## src/rtl/alu_pkg.sv

```systemverilog
// alu_pkg: shared ALU control codes, default datapath width and exec-unit state encoding
package alu_pkg;

   localparam int ALU_XLEN = 32;

   localparam logic [2:0] ALU_AND = 3'b000;
   localparam logic [2:0] ALU_OR  = 3'b001;
   localparam logic [2:0] ALU_ADD = 3'b010;
   localparam logic [2:0] ALU_MUL = 3'b100;
   localparam logic [2:0] ALU_SUB = 3'b110;

   typedef enum logic [1:0] {IDLE, MUL, DONE} state_t;

endpackage

```

## src/rtl/alu_exec_unit_mul_iter.sv

```systemverilog
// mul_iter: iterative shift-add multiplier keeping the low XLEN product bits; radix-4 when ALU_MUL_RADIX4_EN is defined
module mul_iter import alu_pkg::*; #(
   parameter int XLEN = ALU_XLEN
) (
   input  logic            i_clk,
   input  logic            i_rst,
   input  logic            i_start,
   input  logic [XLEN-1:0] i_mcand,
   input  logic [XLEN-1:0] i_mplier,
   output logic            o_done,
   output logic [XLEN-1:0] o_product
);

`ifdef ALU_MUL_RADIX4_EN
   localparam int ITERS = XLEN / 2;
`else
   localparam int ITERS = XLEN;
`endif
   localparam int CW = $clog2(ITERS);

   logic            r_run;
   logic [CW-1:0]   r_cnt;
   logic [XLEN-1:0] r_acc;
   logic [XLEN-1:0] r_mcand;
   logic [XLEN-1:0] r_mplier;
   logic [XLEN-1:0] w_addend;
   logic [XLEN-1:0] w_mcand_nx;
   logic [XLEN-1:0] w_mplier_nx;

`ifdef ALU_MUL_RADIX4_EN
   assign w_addend    = r_mplier[1] ? (r_mplier[0] ? r_mcand + (r_mcand << 1) : r_mcand << 1)
                                    : (r_mplier[0] ? r_mcand : '0);
   assign w_mcand_nx  = r_mcand << 2;
   assign w_mplier_nx = r_mplier >> 2;
`else
   assign w_addend    = r_mplier[0] ? r_mcand : '0;
   assign w_mcand_nx  = r_mcand << 1;
   assign w_mplier_nx = r_mplier >> 1;
`endif

   // the product of the last iteration is handed out directly so the top can latch it on the done edge
   assign o_done    = r_run && (r_cnt == CW'(ITERS - 1));
   assign o_product = r_acc + w_addend;

   // load operands on start, then retire one multiplier digit per cycle until the last iteration
   always_ff @(posedge i_clk or posedge i_rst) begin
      if (i_rst) begin
         r_run    <= 1'b0;
         r_cnt    <= '0;
         r_acc    <= '0;
         r_mcand  <= '0;
         r_mplier <= '0;
      end else if (i_start) begin
         r_run    <= 1'b1;
         r_cnt    <= '0;
         r_acc    <= '0;
         r_mcand  <= i_mcand;
         r_mplier <= i_mplier;
      end else if (r_run) begin
         r_acc    <= o_product;
         r_mcand  <= w_mcand_nx;
         r_mplier <= w_mplier_nx;
         r_cnt    <= o_done ? '0 : r_cnt + 1'b1;
         r_run    <= !o_done;
      end
   end

endmodule

```

## src/rtl/alu_exec_unit.sv

```systemverilog
// alu_exec_unit: EX-stage ALU with single-cycle add/sub/and/or and iterative mul (radix-4 under ALU_MUL_RADIX4_EN)
module alu_exec_unit import alu_pkg::*; #(
   parameter int XLEN = ALU_XLEN
) (
   input  logic            clk_i,
   input  logic            rst_i,
   input  logic            req_valid_i,
   output logic            req_ready_o,
   input  logic [2:0]      ALUCtrl_i,
   input  logic [XLEN-1:0] data1_i,
   input  logic [XLEN-1:0] data2_i,
   output logic            resp_valid_o,
   input  logic            resp_ready_i,
   output logic [XLEN-1:0] data_o,
   output logic            zero_o,
   output logic            busy_o
);

   state_t          r_state;
   state_t          w_next;
   logic [XLEN-1:0] r_data;
   logic [XLEN-1:0] w_alu;
   logic [XLEN-1:0] w_prod;
   logic            w_accept;
   logic            w_is_mul;
   logic            w_mul_done;

   assign w_accept = req_valid_i && req_ready_o;
   assign w_is_mul = ALUCtrl_i == ALU_MUL;
   assign w_alu    = ALUCtrl_i == ALU_ADD ? data1_i + data2_i
                   : ALUCtrl_i == ALU_SUB ? data1_i - data2_i
                   : ALUCtrl_i == ALU_AND ? data1_i & data2_i
                   : ALUCtrl_i == ALU_OR  ? data1_i | data2_i
                   : '0;

   mul_iter #(.XLEN(XLEN)) u_mul (
      .i_clk     (clk_i),
      .i_rst     (rst_i),
      .i_start   (w_accept && w_is_mul),
      .i_mcand   (data1_i),
      .i_mplier  (data2_i),
      .o_done    (w_mul_done),
      .o_product (w_prod)
   );

   // state register
   always_ff @(posedge clk_i or posedge rst_i) begin
      if (rst_i) r_state <= IDLE;
      else       r_state <= w_next;
   end

   // a mul runs to completion; otherwise an accept starts work and DONE drains on resp_ready_i
   always_comb begin
      w_next = r_state == MUL ? (w_mul_done ? DONE : MUL)
             : w_accept ? (w_is_mul ? MUL : DONE)
             : (r_state == DONE && !resp_ready_i) ? DONE : IDLE;
   end

   // handshake outputs; DONE with resp_ready_i high accepts the next request back-to-back
   always_comb begin
      req_ready_o  = r_state == IDLE || (r_state == DONE && resp_ready_i);
      resp_valid_o = r_state == DONE;
      busy_o       = r_state == MUL;
   end

   // result register: single-cycle result on accept, product on the final mul iteration, else hold
   always_ff @(posedge clk_i or posedge rst_i) begin
      if (rst_i)                      r_data <= '0;
      else if (w_accept && !w_is_mul) r_data <= w_alu;
      else if (w_mul_done)            r_data <= w_prod;
   end

   assign data_o = r_data;
   assign zero_o = r_data == '0;

endmodule

```

## config.mk

```make
export PLATFORM = sky130hd
export DESIGN_NAME = alu_exec_unit
export DESIGN_NICKNAME = d
export VERILOG_FILES = /design/src/rtl/alu_pkg.sv /design/src/rtl/alu_exec_unit_mul_iter.sv /design/src/rtl/alu_exec_unit.sv
export SDC_FILE = /design/constraint.sdc
export NUM_CORES = 1
export LEC_CHECK = 0
export ABC_CLOCK_PERIOD_IN_PS = 9300
export CAP_MARGIN = 30
export CORE_MARGIN = 2
export CORE_UTILIZATION = 65
export CTS_CLUSTER_SIZE = 16
export DETAILED_ROUTE_END_ITERATION = 6
export PLACE_DENSITY = 0.88
export SLEW_MARGIN = 25
export SYNTH_ARGS = -nofsm -noshare
export SYNTH_HDL_FRONTEND = slang
export SYNTH_SLANG_ARGS = --single-unit
```

## constraint.sdc

```tcl
create_clock -name clk_i -period 9.3 [get_ports clk_i]
set_clock_uncertainty 0.2 [all_clocks]
set_input_delay 0.93 -clock clk_i [delete_from_list [all_inputs] [get_ports clk_i]]
set_output_delay 0.93 -clock clk_i [all_outputs]
set_load 0.005 [all_outputs]
```

==> results.yml, run 1 <==
clock_tree:
  clkSinkCount: 136
  cts_inserted_buffers: 17
  clk-insertion-delay-late_ps: 440
  h-tree-depth: 4
  cts_resized: 0
  cts_hold_buf: 0
  cts_buffer_depth: 2
  post_cts_buffers: 0
  cts_root_buf: "clkbuf_16"
  clkSlewWorstSetupHoldPaths_ps: 60
  cts_tree: "yes"
floorplanning:
  design.die.area_um2: 20650
  core_um2: 19330
  initial_utilization_pct: 65.62
  die_x_um: 143.7
  rows: 51
  pin_count: 107
  fp.dieH_um: 143.7
worst_hold_path:
  hold_path_depth: 2
  hold_class: "flop to flop"
worst_setup_path:
  slowest_stage: "a211oi_1"
  cp_top_family: "compound AO/OA/AOI/OAI gates"
  crit_arrival_ps: 4620
  endpoint_kind: "flop"
  r2r_cells: 13
  cpPeakStageDelay_ps: 600
  crit_buf_inv: 2
  cp_max_fo: 3
  crit_required_ps: 9390
  critPathLaunchType: "primary input"
  critical_path_depth: 14
  worstPathCellList: "clkdlybuf4s50_1 > inv_1 > ha_1 > fa_1 > or2_2 > a221oi_2 > o21ai_0 > a211o_1 > a211oi_1 > o21a_1 > nor2_1 > xnor2_1 > o32a_1 > a22oi_1"
  critPathKind: "primary input to flop"
run:
  max_cap_violations: 0
finish:
  drive_gt1_share_pct: 4.681
  antenna_cells: 0
  nets: 1835
  areaGrowthSynthToFinish_pct: 14.28
  regArea_um2: 3407
  utilization_pct: 75.00
  fill_cells: 1451
  multiInputGateArea_um2: 8542
  fin_area_um2: 14500
  layoutNonFillerInstCount: 1910
yosys:
  yosysUniqueCellTypes: 77
  synth_top_flop_cell: "dfrtp_1"
  ys_async_sr_fraction_pct: 100.0
  yosys_warnings: 0
  ys_ff_latch: 136
  synth_fp_nets: 1786
  avgSynthCellArea_um2: 8.010
  synth-seq-area-share_pct: 26.82
  synth_area_um2: 12690
  synth_cells: 1584
  synth_edf_count: 0
global_route:
  grt_util_all_layers_pct: 40.12
  grt_first_pass_wirelength_mm: 64.23
  first_global_vias: 11890
  grt-ovfl-total: 0
  grt_antenna_before_repair: 0
  grt_max_degree: 130
sta:
  max_slew_margin_pct: 40.98
  max_freq_mhz: 220.6
  tightest_slew_ps: 885.4
  rsz0062_at_grt: "no"
  fin_crit_sh_pct: 48.74
  finalHoldViolCount: 0
  maxSlewViolCount: 0
  period_needed_ps: 4532
  setup_viol: 0
  setup_tns_ps: 0
pwr:
  pwr-share-clk_pct: 21.1
  p_per_area_nw_per_um2: 244.4
  p_leak_nw: 6.913
  seqPwrFrac_pct: 30.1
  p_comb_share_pct: 48.8
  switching_share_pct: 41.46
  power.internal_mw: 2.075
  ir_worst_vdd_mv: 0.1321
  p_total_mw: 3.544
  switchingPower_mw: 1.469
route:
  wl_per_cell_um: 21.30
  vias_per_cell: 6.553
  ant_nets: 0
  vias: 12520
  drt_iter0_drc: 1266
  drtPass1Iterations: 6
  drt_wl_total_mm: 40.68
  drc: 0
place:
  hpwl_mm: 29.88
  io_buffers: 106
  routabilityCongestion: 1.004
  place_area_um2: 13850
  place_inst: 1878
status:
  outcome: "finished, final reports clean"
-- through the flow --
stage	hold slack, ps	setup slack, ps
global placement	298.9	4488
detailed placement	319.7	4446
CTS	337.6	4860
finish	335.6	4768
global route	351.3	4646
floorplan	281.3	4531
-- final timing paths --
check                                               from                             end  slack (ps)
setup / recovery                              data1_i[0]          data_o[26]$_DFFE_PP0P_        4770
hold / removal                u_mul.r_acc[5]$_DFFE_PP0P_      u_mul.r_acc[5]$_DFFE_PP0P_         340
setup reg to reg           u_mul.r_mplier[0]$_DFFE_PP0P_          data_o[26]$_DFFE_PP0P_        5220
hold reg to reg               u_mul.r_acc[5]$_DFFE_PP0P_      u_mul.r_acc[5]$_DFFE_PP0P_         340
max in group asynchronous                          rst_i  u_mul.r_mplier[27]$_DFFE_PP0P_        6860
min in group asynchronous                          rst_i      u_mul.r_acc[2]$_DFFE_PP0P_         750
-- synthesized netlist by cell type, drive strengths merged (13+ instances only) --
library cell	instances	area share (%)
nand2	166	4.9
clkbuf	76	2.2
o31ai	14	0.83
and2	37	1.8
o211ai	15	0.89
xnor2	46	3.2
nand2b	21	1.0
a21oi	136	5.4
buf	14	0.56
o22ai	13	0.64
ha	128	13
a211oi	17	1.0
a21o	25	1.5
o21a	15	0.89
nor2	120	3.5
o21bai	14	0.83
nand4	15	0.74
mux2i	103	8.1
nor4	15	0.79
inv	104	3.1
dfrtp	136	27
o21ai	138	5.5
a31oi	33	1.6
nor3	27	1.2
nand3	18	0.71
-- flip-flops by register name, summed over array words and instances, names as in the netlist --
| register | flops |
|---|---|
| data_o | 32 |
| u_mul.r_acc | 32 |
| u_mul.r_mcand | 32 |
| u_mul.r_mplier | 32 |
| u_mul.r_cnt | 5 |
| r_state | 2 |
| u_mul.r_run | 1 |
-- layer usage --
layer | track usage [%] | wire length [µm] | up-vias | part of all wire (%)
met4 | 15.07 | 1491 | 0 | 3.7
met5 | 0 | 0 | - | 0
met2 | 60.73 | 17740 | 683 | 44
met1 | 56.71 | 17330 | 5982 | 43
met3 | 8.164 | 4127 | 127 | 10
li1 | - | - | 5725 | -
-- power by group through the flow --
stage | combinational, mW | sequential (mW) | clock [mW]
after CTS | 1.68 | 1.07 | 0.745
final | 1.73 | 1.07 | 0.747
after global placement | 1.58 | 1.06 | 0
after global routing | 1.89 | 1.09 | 0.775
after floorplan | 1.26 | 0.963 | 0
after detailed placement | 1.65 | 1.08 | 0
-- kinds of logic after synthesis --
family	after synthesis	share of synthesized area [%]
AO/OA/AOI/OAI	495	24.62
AND/OR/NAND/NOR	462	17.12
buffers and inverters	196	5.946
flip-flops	136	26.82
adder cells (fa/ha/maj)	131	13.10
multiplexers	106	8.392
XOR/XNOR	58	4.004
-- tightest hold or removal path, delay by kind of cell, from the launching register on --
family / cells / cell delay, ps
DFF: 1 / 350
and+or+nand+nor: 1 / 80
muxes: 1 / 70
-- layout make-up --
class	count	area share (%)
Tap cell	265	2.287
Multi-Input combinational cell	1252	58.91
Clock buffer	21	3.244
Inverter	106	2.778
Sequential cell	136	23.50
Clock inverter	10	1.148
Timing Repair Buffer	120	8.137
-- cells in the final DEF, fill, tap and decap left out, types with 6 or more instances in the layout --
cell type        Yosys  final
a21oi_1            135    134
a21o_1              25     25
o21a_1              15     15
dfrtp_1            136    135
nor4_1              14     14
xor2_1              12     12
a31oi_1             33     33
a211oi_1            17     17
and3_1               9      9
xnor2_1             46     46
o31ai_1             14     14
nor2b_1              8      8
a22oi_1              8      8
o21ai_0            135    135
and2_1              36     36
clkdlybuf4s50_1      0    104
clkbuf_16            0     17
a221o_1              6      6
ha_1               128    128
a211o_1              6      6
nand2_1            166    166
nor3_1              25     25
nor2_1             120    119
o21bai_1            14     14
nor3b_1              9      9
a221oi_1             9      9
nand2b_1            21     21
inv_1              104    103
nand4_1             15     15
nand3_1             18     18
o211ai_1            15     15
mux2i_1            103    103
buf_4                1     11
o22ai_1             13     13
Note: power is estimated with default switching activity, not from simulation.
==> inputs of run 2 (changes only) <==
--- a/config.mk
+++ b/config.mk
@@ -5,13 +5,13 @@
 export SDC_FILE = /design/constraint.sdc
 export NUM_CORES = 1
 export LEC_CHECK = 0
-export ABC_CLOCK_PERIOD_IN_PS = 9300
+export ABC_CLOCK_PERIOD_IN_PS = 4390
 export CAP_MARGIN = 30
 export CORE_MARGIN = 2
-export CORE_UTILIZATION = 65
+export CORE_UTILIZATION = 60
 export CTS_CLUSTER_SIZE = 16
 export DETAILED_ROUTE_END_ITERATION = 6
-export PLACE_DENSITY = 0.88
+export PLACE_DENSITY = 0.82
 export SLEW_MARGIN = 25
 export SYNTH_ARGS = -nofsm -noshare
 export SYNTH_HDL_FRONTEND = slang
==> constraint.sdc (replaced) <==
create_clock -name clk_i -period 4.39 [get_ports clk_i]
set_clock_uncertainty 0.2 [all_clocks]
set_input_delay 0.439 -clock clk_i [delete_from_list [all_inputs] [get_ports clk_i]]
set_output_delay 0.439 -clock clk_i [all_outputs]
set_load 0.005 [all_outputs]
==> results.yml, run 2 (same netlist as run 1, synthesis figures left out) <==
pwr:
  p_per_area_nw_per_um2: 508.9
  switchingPower_mw: 3.138
  power.internal_mw: 4.331
  seqPwrFrac_pct: 30.2
  p_leak_nw: 7.022
  ir_worst_vdd_mv: 0.2637
  p_comb_share_pct: 48.9
  pwr-share-clk_pct: 20.9
  switching_share_pct: 42.01
  p_total_mw: 7.468
finish:
  nets: 1858
  multiInputGateArea_um2: 8538
  regArea_um2: 3407
  antenna_cells: 0
  areaGrowthSynthToFinish_pct: 15.67
  layoutNonFillerInstCount: 1944
  final_common_cell: "nand2_1"
  drive_gt1_share_pct: 6.052
  fill_cells: 1725
  final_cell_mix: "nand2_1 (166), a21oi_1 (135), o21ai_0 (135), dfrtp_1 (135), ha_1 (128)"
route:
  drt_iter0_drc: 1216
  wl_per_cell_um: 21.39
  vias: 12480
  drc: 0
  drt_wl_total_mm: 41.59
  vias_per_cell: 6.419
  ant_nets: 0
  drtPass1Iterations: 7
global_route:
  grt_max_degree: 102
  grt-ovfl-total: 0
  first_global_vias: 12060
  grt_antenna_before_repair: 0
  grt_util_all_layers_pct: 37.69
  grt_first_pass_wirelength_mm: 65.67
sta:
  maxSlewViolCount: 0
  setup_viol: 0
  finalHoldViolCount: 0
  fin_ws_ps: 493.5
  rsz0062_at_grt: "no"
  max_freq_mhz: 256.6
  setup_tns_ps: 0
  tightest_slew_ps: 942.9
  period_needed_ps: 3897
  max_slew_margin_pct: 37.14
  fin_crit_sh_pct: 88.76
worst_setup_path:
  rr_startpoint: "u_mul.r_mplier[0]$_DFFE_PP0P_"
  rr_endpoint: "data_o[29]$_DFFE_PP0P_"
  r2r_cells: 13
  crit_required_ps: 4530
  crit_arrival_ps: 4030
  cp_max_fo: 18
  endpoint_kind: "flop"
  critPathLaunchType: "flop"
  critPathKind: "flop to flop"
  r2r_slack_ps: 490
place:
  pre_cts_ws_ps: 130.2
  io_buffers: 106
  hpwl_mm: 30.98
  place_inst: 1911
  routabilityCongestion: 0.9854
floorplanning:
  core_um2: 20890
  design.die.area_um2: 22330
  fp.dieH_um: 149.4
  rows: 53
  pin_count: 107
  die_x_um: 149.4
  initial_utilization_pct: 60.74
clock_tree:
  cts_hold_buf: 0
  post_cts_buffers: 0
  h-tree-depth: 4
  clk-insertion-delay-late_ps: 440
  cts_root_buf: "clkbuf_16"
  clkSlewWorstSetupHoldPaths_ps: 70
  cts_buffer_depth: 2
  clkSinkCount: 136
  cts_resized: 0
  cts_inserted_buffers: 17
  cts_tree: "yes"
run:
  max_cap_violations: 0
worst_hold_path:
  hold_class: "primary input to asynchronous set/reset pin"
status:
  outcome: "finished, final reports clean"
==> run 2: worst max-delay path by stage <==
stage	to	from	slack, ps
6_report	data_o[29]$_DFFE_PP0P_	u_mul.r_mplier[0]$_DFFE_PP0P_	490
5_1_grt	data_o[26]$_DFFE_PP0P_	data1_i[0]	310
4_1_cts	data_o[26]$_DFFE_PP0P_	data1_i[0]	550
3_5_place_dp	data_o[26]$_DFFE_PP0P_	data1_i[0]	130
3_3_place_gp	data_o[26]$_DFFE_PP0P_	data1_i[0]	290
2_1_floorplan	data_o[0]$_DFFE_PP0P_	rst_i	110
==> run 2: routing by layer <==
layer	up-vias	GRT usage [%]	routed length, µm
li1	5776	-	-
met1	5903	53.38	17990
met2	715	55.96	18060
met3	85	10.21	4430
met4	0	11.90	1113
met5	-	0	0
==> run 2: worst max-delay path, stage by stage, from the launching register on <==
cell,delay (ps)
dfrtp_1,380
buf_4,190
and2_1,170
ha_1,340
a211o_1,330
a2111oi_1,580
o31ai_1,170
and2_0,180
a31oi_1,160
a21oi_1,150
a31oi_1,300
o21ai_1,200
xnor2_1,190
a211oi_1,230
==> run 2: cell type report <==
| cell class | count | share of cell area (%) |
|---|---|---|
| clock buffer | 18 | 2.992 |
| clock inverter | 14 | 1.253 |
| inverter | 106 | 2.745 |
| multi-input combinational | 1252 | 58.18 |
| sequential | 136 | 23.21 |
| tap | 275 | 2.344 |
| timing repair buffer | 143 | 9.275 |
==> run 2: metrics by stage <==
step                      instance area, µm²  util, %  hold slack (ps)
final                                  14680    70.26            166.1
after global routing                   14680    70.26            198.2
after detailed placement               14030    67.15            320.7
after floorplan                        12690        -            281.3
after CTS                              14650    70.13            339.6
after global placement                 14030    67.15            303.9
==> run 2: power groups by stage <==
| stage | Combinational, mW | Sequential (mW) | Clock (mW) |
|---|---|---|---|
| after floorplan | 2.67 | 2.04 | 0 |
| after global placement | 3.42 | 2.23 | 0 |
| after detailed placement | 3.54 | 2.25 | 0 |
| after CTS | 3.58 | 2.24 | 1.57 |
| after global routing | 4.02 | 2.30 | 1.62 |
| final | 3.65 | 2.25 | 1.56 |
==> inputs of run 3 (changes only) <==
--- a/config.mk
+++ b/config.mk
@@ -5,13 +5,14 @@
 export SDC_FILE = /design/constraint.sdc
 export NUM_CORES = 1
 export LEC_CHECK = 0
+export ABC_AREA = 1
 export ABC_CLOCK_PERIOD_IN_PS = 4390
 export CAP_MARGIN = 30
 export CORE_MARGIN = 2
-export CORE_UTILIZATION = 60
+export CORE_UTILIZATION = 61
 export CTS_CLUSTER_SIZE = 16
 export DETAILED_ROUTE_END_ITERATION = 6
-export PLACE_DENSITY = 0.82
+export PLACE_DENSITY = 0.83
 export SLEW_MARGIN = 25
 export SYNTH_ARGS = -nofsm -noshare
 export SYNTH_HDL_FRONTEND = slang
==> results.yml, run 3 <==
status:
  outcome: "finished, final reports clean"
worst_setup_path:
  critPathKind: "flop to flop"
  r2r_slack_ps: 1070
  cp_max_fo: 23
  critPathLaunchType: "flop"
  worstPathCellList: "buf_4 > nand2_1 > inv_1 > ha_1 > nand2_1 > nor2_1 > nand2_1 > nor4_1 > nand2_1 > nand2_1 > nand2_1 > nand2_1 > o21ai_1 > inv_1 > nand2_1"
  crit_buf_inv: 3
  cp_common_cell: "nand2_1"
  cp_top_family: "simple AND/OR/NAND/NOR gates"
  crit_arrival_ps: 3450
  cpPeakStageDelay_ps: 850
  endpoint_kind: "flop"
  crit_required_ps: 4520
  slowest_stage: "dfrtp_1"
clock_tree:
  clkSlewWorstSetupHoldPaths_ps: 70
  post_cts_buffers: 0
  cts_buffer_depth: 2
  h-tree-depth: 4
  cts_hold_buf: 0
  cts_tree: "yes"
  clkSinkCount: 136
  clk-insertion-delay-late_ps: 440
  cts_resized: 0
  cts_root_buf: "clkbuf_16"
  cts_inserted_buffers: 17
sta:
  tightest_slew_ps: 999.7
  period_needed_ps: 3316
  finalHoldViolCount: 0
  fin_crit_sh_pct: 75.53
  rsz0062_at_grt: "no"
  max_slew_margin_pct: 33.35
  fin_ws_ps: 1074
  maxSlewViolCount: 0
  max_freq_mhz: 301.6
  setup_tns_ps: 0
  setup_viol: 0
place:
  hpwl_mm: 40.64
  routabilityCongestion: 1.119
  pre_cts_ws_ps: 970.8
  place_area_um2: 15020
  io_buffers: 106
finish:
  utilization_pct: 69.72
  final_common_cell: "nand2_1"
  drive_gt1_share_pct: 4.903
  fill_cells: 1954
  final_cell_mix: "nand2_1 (699), inv_1 (347), nor2_1 (153)"
  fin_area_um2: 15640
  nets: 2453
  areaGrowthSynthToFinish_pct: 13.36
global_route:
  grt-ovfl-total: 0
  grt_max_degree: 95
  first_global_vias: 14980
  grt_antenna_before_repair: 1
  grt_util_all_layers_pct: 44.06
  grt_first_pass_wirelength_mm: 81.09
floorplanning:
  initial_utilization_pct: 61.50
  fp.dieH_um: 154.4
  core_um2: 22430
  design.die.area_um2: 23840
  pin_count: 107
  die_x_um: 154.4
  rows: 55
yosys:
  avgSynthCellArea_um2: 6.355
  synth_fp_nets: 2373
  synth_top_area_cell: "dfrtp_1"
  synth_top_area_share_pct: 24.67
  yosysUniqueCellTypes: 53
  synth_edf_count: 0
  ys_ff_latch: 136
  synthTopCellsByArea: "dfrtp_1 (25%), nand2_1 (19%), ha_1 (12%)"
  synth_cells: 2171
  synth.most_common_cell: "nand2_1"
  ys_async_sr_fraction_pct: 100.0
  synth-seq-area-share_pct: 24.67
  synthTopCellsByCount: "nand2_1 (699), inv_1 (348), nor2_1 (153), dfrtp_1 (136), nand3_1 (136)"
  synth_top_flop_cell: "dfrtp_1"
  synth_area_um2: 13800
  yosys_warnings: 0
route:
  wl_per_cell_um: 20.57
  drt_wl_total_mm: 52.46
  ant_nets: 0
  drtPass1Iterations: 7
  vias_per_cell: 6.150
  drc: 0
  drt_iter0_drc: 2090
  vias: 15680
pwr:
  p_leak_nw: 8.315
  p_total_mw: 6.499
  ir_worst_vdd_mv: 0.2475
  p_per_area_nw_per_um2: 415.5
worst_hold_path:
  hold_class: "flop to flop"
run:
  max_cap_violations: 0
## run 3: cell types whose count changed after synthesis, sizes merged, moves of 22 or more
cell	before	now
nor2	120	167
o21ai	138	104
a21o	25	3
nand3	18	141
inv	104	358
a31oi	33	4
o221ai	1	35
clkbuf	76	32
mux2i	103	0
nand2	166	707
xnor2	46	8
and2	37	0
## run 3: per-layer routing
metal / wire length, µm / global-route usage, % / part of all wire (%)
met5: 63 / 2.070 / 0.12
met3: 6611 / 10.65 / 13
met1: 20870 / 59.46 / 40
met2: 22360 / 67.91 / 43
met4: 2555 / 18.34 / 4.9
## run 3: through the flow
step	hold WS [ps]	cells
after floorplan	248.3	2171
after global placement	261.0	2516
after detailed placement	272.9	2516
after CTS	290.8	2548
after global routing	303.2	2550
final	289.0	2550
## run 3: cell families (layout without fill, tap and decap cells)
kind of cell	after synthesis	in the layout	synth area share, %
DFF	136	136	24.67
xor gates and xnor gates	25	25	1.587
and+or+nand+nor	1098	1098	33.55
adders and majority gates	131	131	12.04
AOI/OAI and AO/OA	360	360	15.94
buffers and inverters	421	514	12.21
other	0	1	0
## run 3: where the power goes
group | switching [mW] | total (mW) | internal (mW)
combinational | 1.84 | 2.87 | 1.03
sequential | 0.382 | 2.08 | 1.70
clock | 0.685 | 1.55 | 0.864
## run 3: final timing paths
check,from,cells past startpoint,end
hold / removal,u_mul.r_acc[21]$_DFFE_PP0P_,2,u_mul.r_acc[21]$_DFFE_PP0P_
setup / recovery,u_mul.r_mplier[0]$_DFFE_PP0P_,15,data_o[29]$_DFFE_PP0P_
setup reg to reg,u_mul.r_mplier[0]$_DFFE_PP0P_,15,data_o[29]$_DFFE_PP0P_
hold reg to reg,u_mul.r_acc[21]$_DFFE_PP0P_,2,u_mul.r_acc[21]$_DFFE_PP0P_
max in group asynchronous,rst_i,3,u_mul.r_mplier[9]$_DFFE_PP0P_
min in group asynchronous,rst_i,2,u_mul.r_cnt[2]$_DFFE_PP0P_
## run 3: layout make-up
cell class / count / area (µm²) / area share, %
Multi-Input combinational cell: 1614 / 8715 / 55.72
Sequential cell: 136 / 3403 / 21.76
Inverter: 360 / 1358 / 8.680
Timing Repair Buffer: 122 / 1197 / 7.656
Clock buffer: 17 / 425.4 / 2.720
Tap cell: 285 / 356.6 / 2.280
Clock inverter: 15 / 182.7 / 1.168
Antenna cell: 1 / 2.502 / 0.01600
## run 3: worst reg2reg max path, stage by stage (launching register included)
cell	delay, ps
dfrtp_1	850
buf_4	320
nand2_1	80
inv_1	60
ha_1	250
nand2_1	120
nor2_1	230
nand2_1	140
nor4_1	190
nand2_1	180
nand2_1	110
nand2_1	50
nand2_1	130
o21ai_1	90
inv_1	160
nand2_1	70
